## src/rtl/uart_receiver.sv

```systemverilog
// uart_receiver: oversampling 8-bit asynchronous serial receiver.
// Default frame is 8N1. Defining UART_RX_PARITY_EN adds an even parity bit
// between the last data bit and the stop bit (8E1).
// Every line decision is taken at the middle of a bit: the start bit is
// confirmed OVERSAMPLE/2 ticks after its falling edge, and each later bit
// is sampled OVERSAMPLE ticks after the previous sample point.
module uart_receiver #(
    parameter int CLK_FREQ   = 100000000,
    parameter int BAUD       = 9600,
    parameter int OVERSAMPLE = 16
) (
    input  logic       clk,
    input  logic       reset,
    input  logic       RxD,
    output logic [7:0] data,
    output logic       data_valid,
    output logic       framing_error,
    output logic       parity_error,
    output logic       busy
);

    localparam int DIV   = CLK_FREQ / (BAUD * OVERSAMPLE);
    localparam int DIV_W = (DIV > 1) ? $clog2(DIV) : 1;
    localparam int OS_W  = $clog2(OVERSAMPLE);

    localparam logic [DIV_W-1:0] DIV_LAST = DIV_W'(DIV - 1);
    localparam logic [OS_W-1:0]  OS_HALF  = OS_W'(OVERSAMPLE / 2 - 1);
    localparam logic [OS_W-1:0]  OS_FULL  = OS_W'(OVERSAMPLE - 1);

`ifdef UART_RX_PARITY_EN
    typedef enum logic [2:0] {IDLE, START, DATA, PARITY, STOP, WAIT_IDLE} state_e;
`else
    typedef enum logic [2:0] {IDLE, START, DATA, STOP, WAIT_IDLE} state_e;
`endif

    state_e             state_q, state_d;
    logic               rxd_meta_q, rxd_sync_q, rxd_prev_q;
    logic [2:0]         prime_q;
    logic [DIV_W-1:0]   div_q, div_d;
    logic [OS_W-1:0]    os_cnt_q, os_cnt_d;
    logic [2:0]         bit_cnt_q, bit_cnt_d;
    logic [7:0]         shift_q, shift_d;
    logic [7:0]         data_q, data_d;
    logic               dv_q, dv_d;
    logic               fe_q, fe_d;
    logic               tick, sample, fall;
`ifdef UART_RX_PARITY_EN
    logic               pe_q, pe_d;
    logic               par_bad_q, par_bad_d;
`endif

    // Synchronize the line, keep one older sample for edge detection, and
    // track when the pipeline holds real line samples rather than reset values.
    // NOTE: every flop uses non-blocking assignment so all registers update
    // from the same pre-edge values; blocking here would chain the stages
    // into one cycle and collapse the synchronizer.
    always_ff @(posedge clk or negedge reset) begin
        if (!reset) begin
            rxd_meta_q <= 1'b1;
            rxd_sync_q <= 1'b1;
            rxd_prev_q <= 1'b1;
            prime_q    <= 3'b000;
        end else begin
            rxd_meta_q <= RxD;
            rxd_sync_q <= rxd_meta_q;
            rxd_prev_q <= rxd_sync_q;
            prime_q    <= {prime_q[1:0], 1'b1};
        end
    end

    // A start edge is only believed once the old sample came from the line
    // itself; a line held low through reset release cannot fake a 1->0 edge.
    assign fall   = prime_q[2] & rxd_prev_q & ~rxd_sync_q;
    assign tick   = (div_q == DIV_LAST);
    assign sample = tick && (os_cnt_q == OS_FULL);

    // State and datapath registers.
    always_ff @(posedge clk or negedge reset) begin
        if (!reset) begin
            state_q   <= IDLE;
            div_q     <= '0;
            os_cnt_q  <= '0;
            bit_cnt_q <= '0;
            shift_q   <= '0;
            data_q    <= '0;
            dv_q      <= 1'b0;
            fe_q      <= 1'b0;
`ifdef UART_RX_PARITY_EN
            pe_q      <= 1'b0;
            par_bad_q <= 1'b0;
`endif
        end else begin
            state_q   <= state_d;
            div_q     <= div_d;
            os_cnt_q  <= os_cnt_d;
            bit_cnt_q <= bit_cnt_d;
            shift_q   <= shift_d;
            data_q    <= data_d;
            dv_q      <= dv_d;
            fe_q      <= fe_d;
`ifdef UART_RX_PARITY_EN
            pe_q      <= pe_d;
            par_bad_q <= par_bad_d;
`endif
        end
    end

    // Next-state logic: divider, tick counter, bit sampling and frame checks.
    // NOTE: every signal gets its default before the case so no path leaves
    // one unassigned, which would otherwise infer a latch.
    always_comb begin
        state_d   = state_q;
        div_d     = (state_q == IDLE || tick) ? '0 : div_q + DIV_W'(1);
        os_cnt_d  = tick ? os_cnt_q + OS_W'(1) : os_cnt_q;
        bit_cnt_d = bit_cnt_q;
        shift_d   = shift_q;
        data_d    = data_q;
        dv_d      = 1'b0;
        fe_d      = 1'b0;
`ifdef UART_RX_PARITY_EN
        pe_d      = 1'b0;
        par_bad_d = par_bad_q;
`endif

        case (state_q)
            IDLE: begin
                // Divider is parked at zero here, so a start edge restarts it.
                os_cnt_d = '0;
                if (fall) begin
                    state_d = START;
                end
            end
            START: begin
                if (tick && os_cnt_q == OS_HALF) begin
                    os_cnt_d  = '0;
                    bit_cnt_d = '0;
                    // A line back high at mid start bit was only a glitch.
                    state_d   = rxd_sync_q ? IDLE : DATA;
                end
            end
            DATA: begin
                if (sample) begin
                    os_cnt_d  = '0;
                    shift_d   = {rxd_sync_q, shift_q[7:1]};
                    bit_cnt_d = bit_cnt_q + 3'd1;
                    if (bit_cnt_q == 3'd7) begin
`ifdef UART_RX_PARITY_EN
                        state_d = PARITY;
`else
                        state_d = STOP;
`endif
                    end
                end
            end
`ifdef UART_RX_PARITY_EN
            PARITY: begin
                if (sample) begin
                    os_cnt_d  = '0;
                    // Even parity: data plus parity bit must hold an even count of ones.
                    par_bad_d = ^{shift_q, rxd_sync_q};
                    state_d   = STOP;
                end
            end
`endif
            STOP: begin
                if (sample) begin
                    os_cnt_d = '0;
                    if (rxd_sync_q) begin
                        state_d = IDLE;
`ifdef UART_RX_PARITY_EN
                        if (par_bad_q) begin
                            pe_d = 1'b1;
                        end else begin
                            dv_d   = 1'b1;
                            data_d = shift_q;
                        end
`else
                        dv_d   = 1'b1;
                        data_d = shift_q;
`endif
                    end else begin
                        fe_d    = 1'b1;
                        state_d = WAIT_IDLE;
                    end
                end
            end
            WAIT_IDLE: begin
                // Stay out of IDLE while the line is held low (break).
                if (rxd_sync_q) begin
                    state_d = IDLE;
                end
            end
            default: begin
                state_d = IDLE;
            end
        endcase
    end

    assign data          = data_q;
    assign data_valid    = dv_q;
    assign framing_error = fe_q;
`ifdef UART_RX_PARITY_EN
    assign parity_error  = pe_q;
`else
    assign parity_error  = 1'b0;
`endif
    assign busy          = (state_q != IDLE);

endmodule

```

## config.mk

```make
export PLATFORM = sky130hd
export DESIGN_NAME = uart_receiver
export DESIGN_NICKNAME = d
export VERILOG_FILES = /design/src/rtl/uart_receiver.sv
export SDC_FILE = /design/constraint.sdc
export NUM_CORES = 1
export LEC_CHECK = 0
export ABC_CLOCK_PERIOD_IN_PS = 2400
export BUFFER_PORTS_ARGS = -buffer_cell sky130_fd_sc_hd__buf_2
export CAP_MARGIN = 10
export CORE_AREA = 2 2 65 67
export CTS_BUF_LIST = sky130_fd_sc_hd__clkbuf_8
export CTS_CLUSTER_SIZE = 20
export DETAILED_ROUTE_END_ITERATION = 8
export DIE_AREA = 0 0 67 69
export PLACE_DENSITY = 0.67
export SYNTH_ARGS = -nofsm -noshare
export SYNTH_HDL_FRONTEND = slang
export SYNTH_SLANG_ARGS = --single-unit
```

## constraint.sdc

```tcl
create_clock -name clk -period 2.4 [get_ports clk]
set_clock_uncertainty 0.1 [all_clocks]
set_input_delay 0 -clock clk [delete_from_list [all_inputs] [get_ports clk]]
set_output_delay 0 -clock clk [all_outputs]
set_load 0.03 [all_outputs]
```

After elaboration in Yosys (flattened, before gate mapping). Cells that the tools add are included.

Register bits: 44. Logic and storage cells: 66.

$add $sub $neg: 3. Equal/unequal tests: 14. Multiplexer cells: 23. Bitwise gates (word level): 3. Reductions and logical operators: 11.

Operator list (number): two-way mux 3 bit (9); case mux 3 bit (5 select lines) (1); two-way mux 4 bit (3); != test 2 bit, second input constant (6); case mux 4 bit (3 select lines) (1); adder 10 x 1 -> 10 bit, second input constant (1); equality test 10 bit, second input constant (1); two-way mux 10 bit (1); equality test 3 x 2 -> 1 bit, second input constant (2); equality test 3 bit, second input constant (2); two-way mux 1 bit (6); case mux 3 bit (2 select lines) (1); AND reduction 3 bit (2); AND reduction 6 bit (1); adder 4 x 1 -> 4 bit, second input constant (1); equality test 4 x 3 -> 1 bit, second input constant (1); equality test 4 bit, second input constant (1); adder 3 x 1 -> 3 bit, second input constant (1); equality test 3 x 1 -> 1 bit, second input constant (1); logical NOT 3 bit (1); nonzero test 3 bit (1); AND 1 bit (2); logical AND 1 bit (2); two-way mux 2 bit (1); other kinds (5) (5).

Logic depth before layout (Yosys ltp).
Depth after elaboration: 4. Depth in mapped cells: 7. Gate-level depth less buffers: 6.

Worst setup path after synthesis. OpenSTA, ideal clock, no wires.

Path kind: flip-flop to flip-flop. From: register div_q[0]. To: register data_q[0], in the netlist data[0]. Setup time: 0.125 ns. Data arrival time: 1.690 ns. Data required time: 2.175 ns. Path slack: 0.485 ns. Stages on the path, launching flop included: 8. Path buffers: 1. Period minus slack after synthesis: 1.915 ns. Cell sequence: dfrtp_1 inv_1 ha_1 and3b_1 nand3_2 buf_4 nor2_2 mux2_2.

Longest elaborated chain between the ends: 3.

Ends and longest elaborated chain: start, declared (line 39) `logic [DIV_W-1:0] div_q, div_d;`; start signal, assigned (line 94) `div_q <= div_d;`; equality test 10 bit (line 74) `assign tick = (div_q == DIV_LAST);`; logical AND 1 bit (line 75) `assign sample = tick && (os_cnt_q == OS_FULL);`; AND reduction 3 bit (no line); end signal, assigned (line 98) `data_q <= data_d;`; end, declared (line 43) `logic [7:0] data_q, data_d;`.

Every way passes these cells. A chain may end at the register's enable or synchronous reset.

Worst setup path in the final report.
From: register div_q[0]. To: register bit_cnt_q[0].

Longest elaborated chain between the ends: 4.

Ends and longest elaborated chain: equality test 10 bit * (line 74); logical AND 1 bit, on equally long branches (line 134, 75); != test 2 bit (no line); AND reduction 3 bit (no line) *; end signal, assigned (line 96) `bit_cnt_q <= bit_cnt_d;`; end, declared (line 41) `logic [2:0] bit_cnt_q, bit_cnt_d;`.

Every way passes the cells marked *; elsewhere a longest branch is shown, timed or not.

==> impl.org <==
** Hold path
- The worst hold path belongs to the class input port to register.
- Number of cells on the worst hold path :: 2

** Floorplanning
- For this configuration, the core starts out at a cell density of 0.488.
- The floorplan step set the die height to 69 um.
- Chip Width :: around 67 um
- Rows :: 23
- Pin placement for this block handled 15 I/O pins.
- The floorplan step defined a core boundary enclosing 3910 um^2.
- DIE AREA :: about 4600 um^2

** STA
- Unrepaired setup endpoints after global routing :: no
- Endpoints failing hold :: 0
- In the finished design, the share of the clock period the worst path needs comes to 0.874.
- For this run, the top clock speed supported by timing is ~480 MHz.
- Counting I/O delays and the setup requirement, the final critical path takes between 2 and 2.5 ns.
- Max-Slew Margin vs Limit :: 0.388
- At the pin with the least slew margin, the transition time is approximately 0.92 ns.
- The final number of max-transition violations is 0.
- Fin Setup TNS :: 0 ns
- Final number of setup-violating endpoints :: 0

** Cells and area
- Fraction of the core area covered by cells at the end of the flow :: 0.551
- The number of antenna diodes in the final layout is 0.
- Synthesis-to-finish area growth :: 12.8%
- Fillcell total :: around 350
- The final layout contains around 190 nets.
- In the final layout, the share of cells above drive strength 1 is 0.256.

** Worst setup path
- Number of logic stages on the critical path including buffering :: 6
- The largest single stage delay on the critical path is just under 0.6 ns.
- Worst path buffer plus inverter count :: 1
- Signal arrival time at the worst endpoint :: 2.18 ns
- The critical path goes through inv_1, ha_1, and3b_1, nand3_2, or4_4, mux2_4.
- Critical Path RT :: between 2 and 2.5 ns
- By startpoint and endpoint, the worst setup path is classified as register to register.
- STA classifies the critical path endpoint as a register.
- In this run the worst path has a maximum fanout of 10.
- Critical path's top delay family :: simple AND/OR/NAND/NOR gates
- STA classifies the critical path startpoint as a register.
- For the worst flop-to-flop path, the logic depth is 6.
- Among all stages on the critical path, the largest delay is contributed by or4_4.

** Clock network
- Clock edge transition at the registers on the reported setup and hold paths :: 0.08 ns
- Number of sinks driven by the clock tree :: 44
- The number of clock buffers added by TritonCTS is 5.
- Maximum buffer depth of the clock tree :: 2
- Once the clock tree was built, the setup fixing pass inserted 0 buffers.
- TritonCTS built the clock tree.
- Root cell of the clock tree :: clkbuf_8
- At the later pin of the worst-skew pair, clock insertion delay measures 0.29 ns.
- Number of H-tree levels :: 2

** Synth
- Of the synthesized area, sequential elements account for 0.578.
- Yosys cell types :: 37
- Mean area per synthesized cell :: 11.9 um^2
- Flip-flop and latch count after synthesis :: 44
- For this run, the number of Yosys warnings is 0.
- The number of nets in the synthesized netlist is roughly 170.
- Cell count after synthesis :: 160
- Cell area after synthesis :: 1910 um^2

** Placement
- At the end of routability-driven placement, the weighted congestion stood at about 0.86.
- IO buf count :: 13
- Detailed placer's ending HPWL :: roughly 2200 um

** Drt
- Via count of the routed design :: between 1,000 and 1,500
- Via-per-instance ratio :: about 5.2
- The detail route stage leaves a number of antenna-violating nets equal to 0.
- For this run, design rule violations remaining after detail routing come to 0.
- Total wire length after detailed routing :: roughly 3100 um
- Detailed-route wire length per cell :: approximately 14 um
- For this run, the detailed router's first-pass iteration total came to 4.
- For this block, the initial DRC count from the detailed router was 95.

** GRT
- The total overflow left after global routing is 0.
- The via count of the first global-routing pass is 1,256.
- The first global-routing pass estimated around 5800 um of wire.
- Number of antenna violations at the first check in global routing :: 0
- For this run, the total global-route usage over all layers was measured as 0.164.
- Pin count of the biggest net entering global routing :: 45

** Job
- Across the run, the number of max-cap violations was 0.

** Pwr
- In this run the static leakage power is 0.00104 uW.
- For this design the ratio of total power to cell area is between 700 and 800 nW/um^2.
- The worst-case IR drop observed on VDD is roughly 530 uV.

** Outcome
- The run finished with clean final reports.
[layer usage]
| metal | track usage | vias to the layer above | wire, um |
|---|---|---|---|
| met5 | 0 | - | 0 |
| met4 | 0.0544 | 0 | 42 |
| met3 | 0.0587 | 6 | 105 |
| met2 | 0.259 | 19 | 1550 |
| met1 | 0.207 | 582 | 1420 |
| li1 | - | 591 | - |
[kinds of logic after synthesis]
kind of cell,share of synthesized area
other cells,0.00393
simple gates,0.163
fa+ha+maj,0.0327
mux,0.102
buf+inv,0.0288
xor+xnor,0.0458
flops,0.578
compound gates,0.0452
[worst paths after layout]
check	start	end	slack [ns]
worst max-delay path	div_q[0]	bit_cnt_q[0]	0.30
worst min register to register	rxd_meta_q	rxd_sync_q	0.26
worst max register to register	div_q[0]	bit_cnt_q[0]	0.30
max in group asynchronous	reset	div_q[8]	1.35
worst min-delay path	RxD	rxd_meta_q	0.25
min in group asynchronous	reset	os_cnt_q[3]	0.28
[power by group]
| group | internal, uW | switching [uW] | leakage, uW |
|---|---|---|---|
| logic | 74.7 | 92.9 | 0.000402 |
| registers | 804 | 73.9 | 0.000581 |
| clock network | 308 | 242 | 0.0000541 |
| total | 1190 | 409 | 0.00104 |
[per-stage QoR]
step	hold WS [ns]	instances	total power (uW)	cell area (um^2)	setup WS [ns]
floorplan	-0.396	160	1000	1910	0.485
global placement	0.00539	220	1050	2020	0.369
detailed placement	0.00919	220	1060	2020	0.307
CTS	0.240	230	1620	2160	0.301
global route	0.251	230	1700	2160	0.178
finish	0.250	230	1600	2160	0.302
[sequential cells by signal, summed over array words and instances, names as in the netlist]
register,cells
div_q,10
data,8
bit_cnt_q,3
rxd_prev_q,1
framing_error,1
prime_q,3
rxd_meta_q,1
rxd_sync_q,1
os_cnt_q,4
data_valid,1
state_q,3
shift_q,8
[cells in the mapped netlist]
cell	number	share of area
conb_1	2	0.0039
or4_1	2	0.0079
buf_2	2	0.0052
nand4bb_1	1	0.0059
inv_1	7	0.014
ha_1	5	0.033
nor2_2	1	0.0033
o41ai_1	1	0.0046
or4b_1	1	0.0052
nor2b_1	1	0.0033
mux2_2	16	0.094
nor3b_1	2	0.0079
nand3_2	1	0.0052
a21oi_1	5	0.013
o21ai_0	1	0.0026
nand4_1	3	0.0098
nor4_1	2	0.0065
a22o_1	2	0.0092
dfstp_2	3	0.041
a31oi_1	1	0.0033
o31ai_1	2	0.0079
buf_4	2	0.0079
nand2_1	10	0.020
or3_1	1	0.0033
and4b_1	1	0.0052
or4_4	1	0.0059
nand3_1	7	0.018
a221oi_1	1	0.0046
xor2_1	4	0.018
nor3_1	5	0.013
clkbuf_1	1	0.0020
and3b_1	1	0.0046
dfrtp_1	41	0.54
xnor2_1	6	0.028
nor2_1	16	0.031
and4bb_1	1	0.0065
mux2_4	1	0.0079
[area by class of cell]
type,count,area [um^2],area share
clock buffer,5,68.8,0.0319
tap,50,62.6,0.0290
inverter,7,26.3,0.0122
multi-input combinational,104,751,0.348
clock inverter,3,42.5,0.0197
timing repair buffer,17,100,0.0464
sequential,44,1100,0.512
[worst reg2reg max path, cell delays in order (launching register included)]
cell	delay [ns]
dfrtp_1	0.43
inv_1	0.08
ha_1	0.14
and3b_1	0.19
nand3_2	0.20
or4_4	0.59
mux2_4	0.27
[cells in the final DEF, fill, tap and decap left out, types with 2 or more instances in the layout]
cell           Yosys  final
a21oi_1            5      5
a22o_1             2      2
buf_2              2     13
buf_4              2      2
clkbuf_8           0      5
conb_1             2      2
dfrtp_1           41     41
dfstp_2            3      3
dlygate4sd3_1      0      2
ha_1               5      5
inv_1              7      7
mux2_2            16     16
nand2_1           10     10
nand3_1            7      7
nand4_1            3      3
nor2_1            16     16
nor3_1             5      5
nor3b_1            2      2
nor4_1             2      2
o31ai_1            2      2
or4_1              2      2
xnor2_1            6      6
xor2_1             4      4
[repair_timing]
action	CTS	global route
hold buffers	2	0
hold endpoints to repair	42	0
setup endpoints to repair	0	0
resized for setup	0	0
Power figures use the tool's default switching activity.
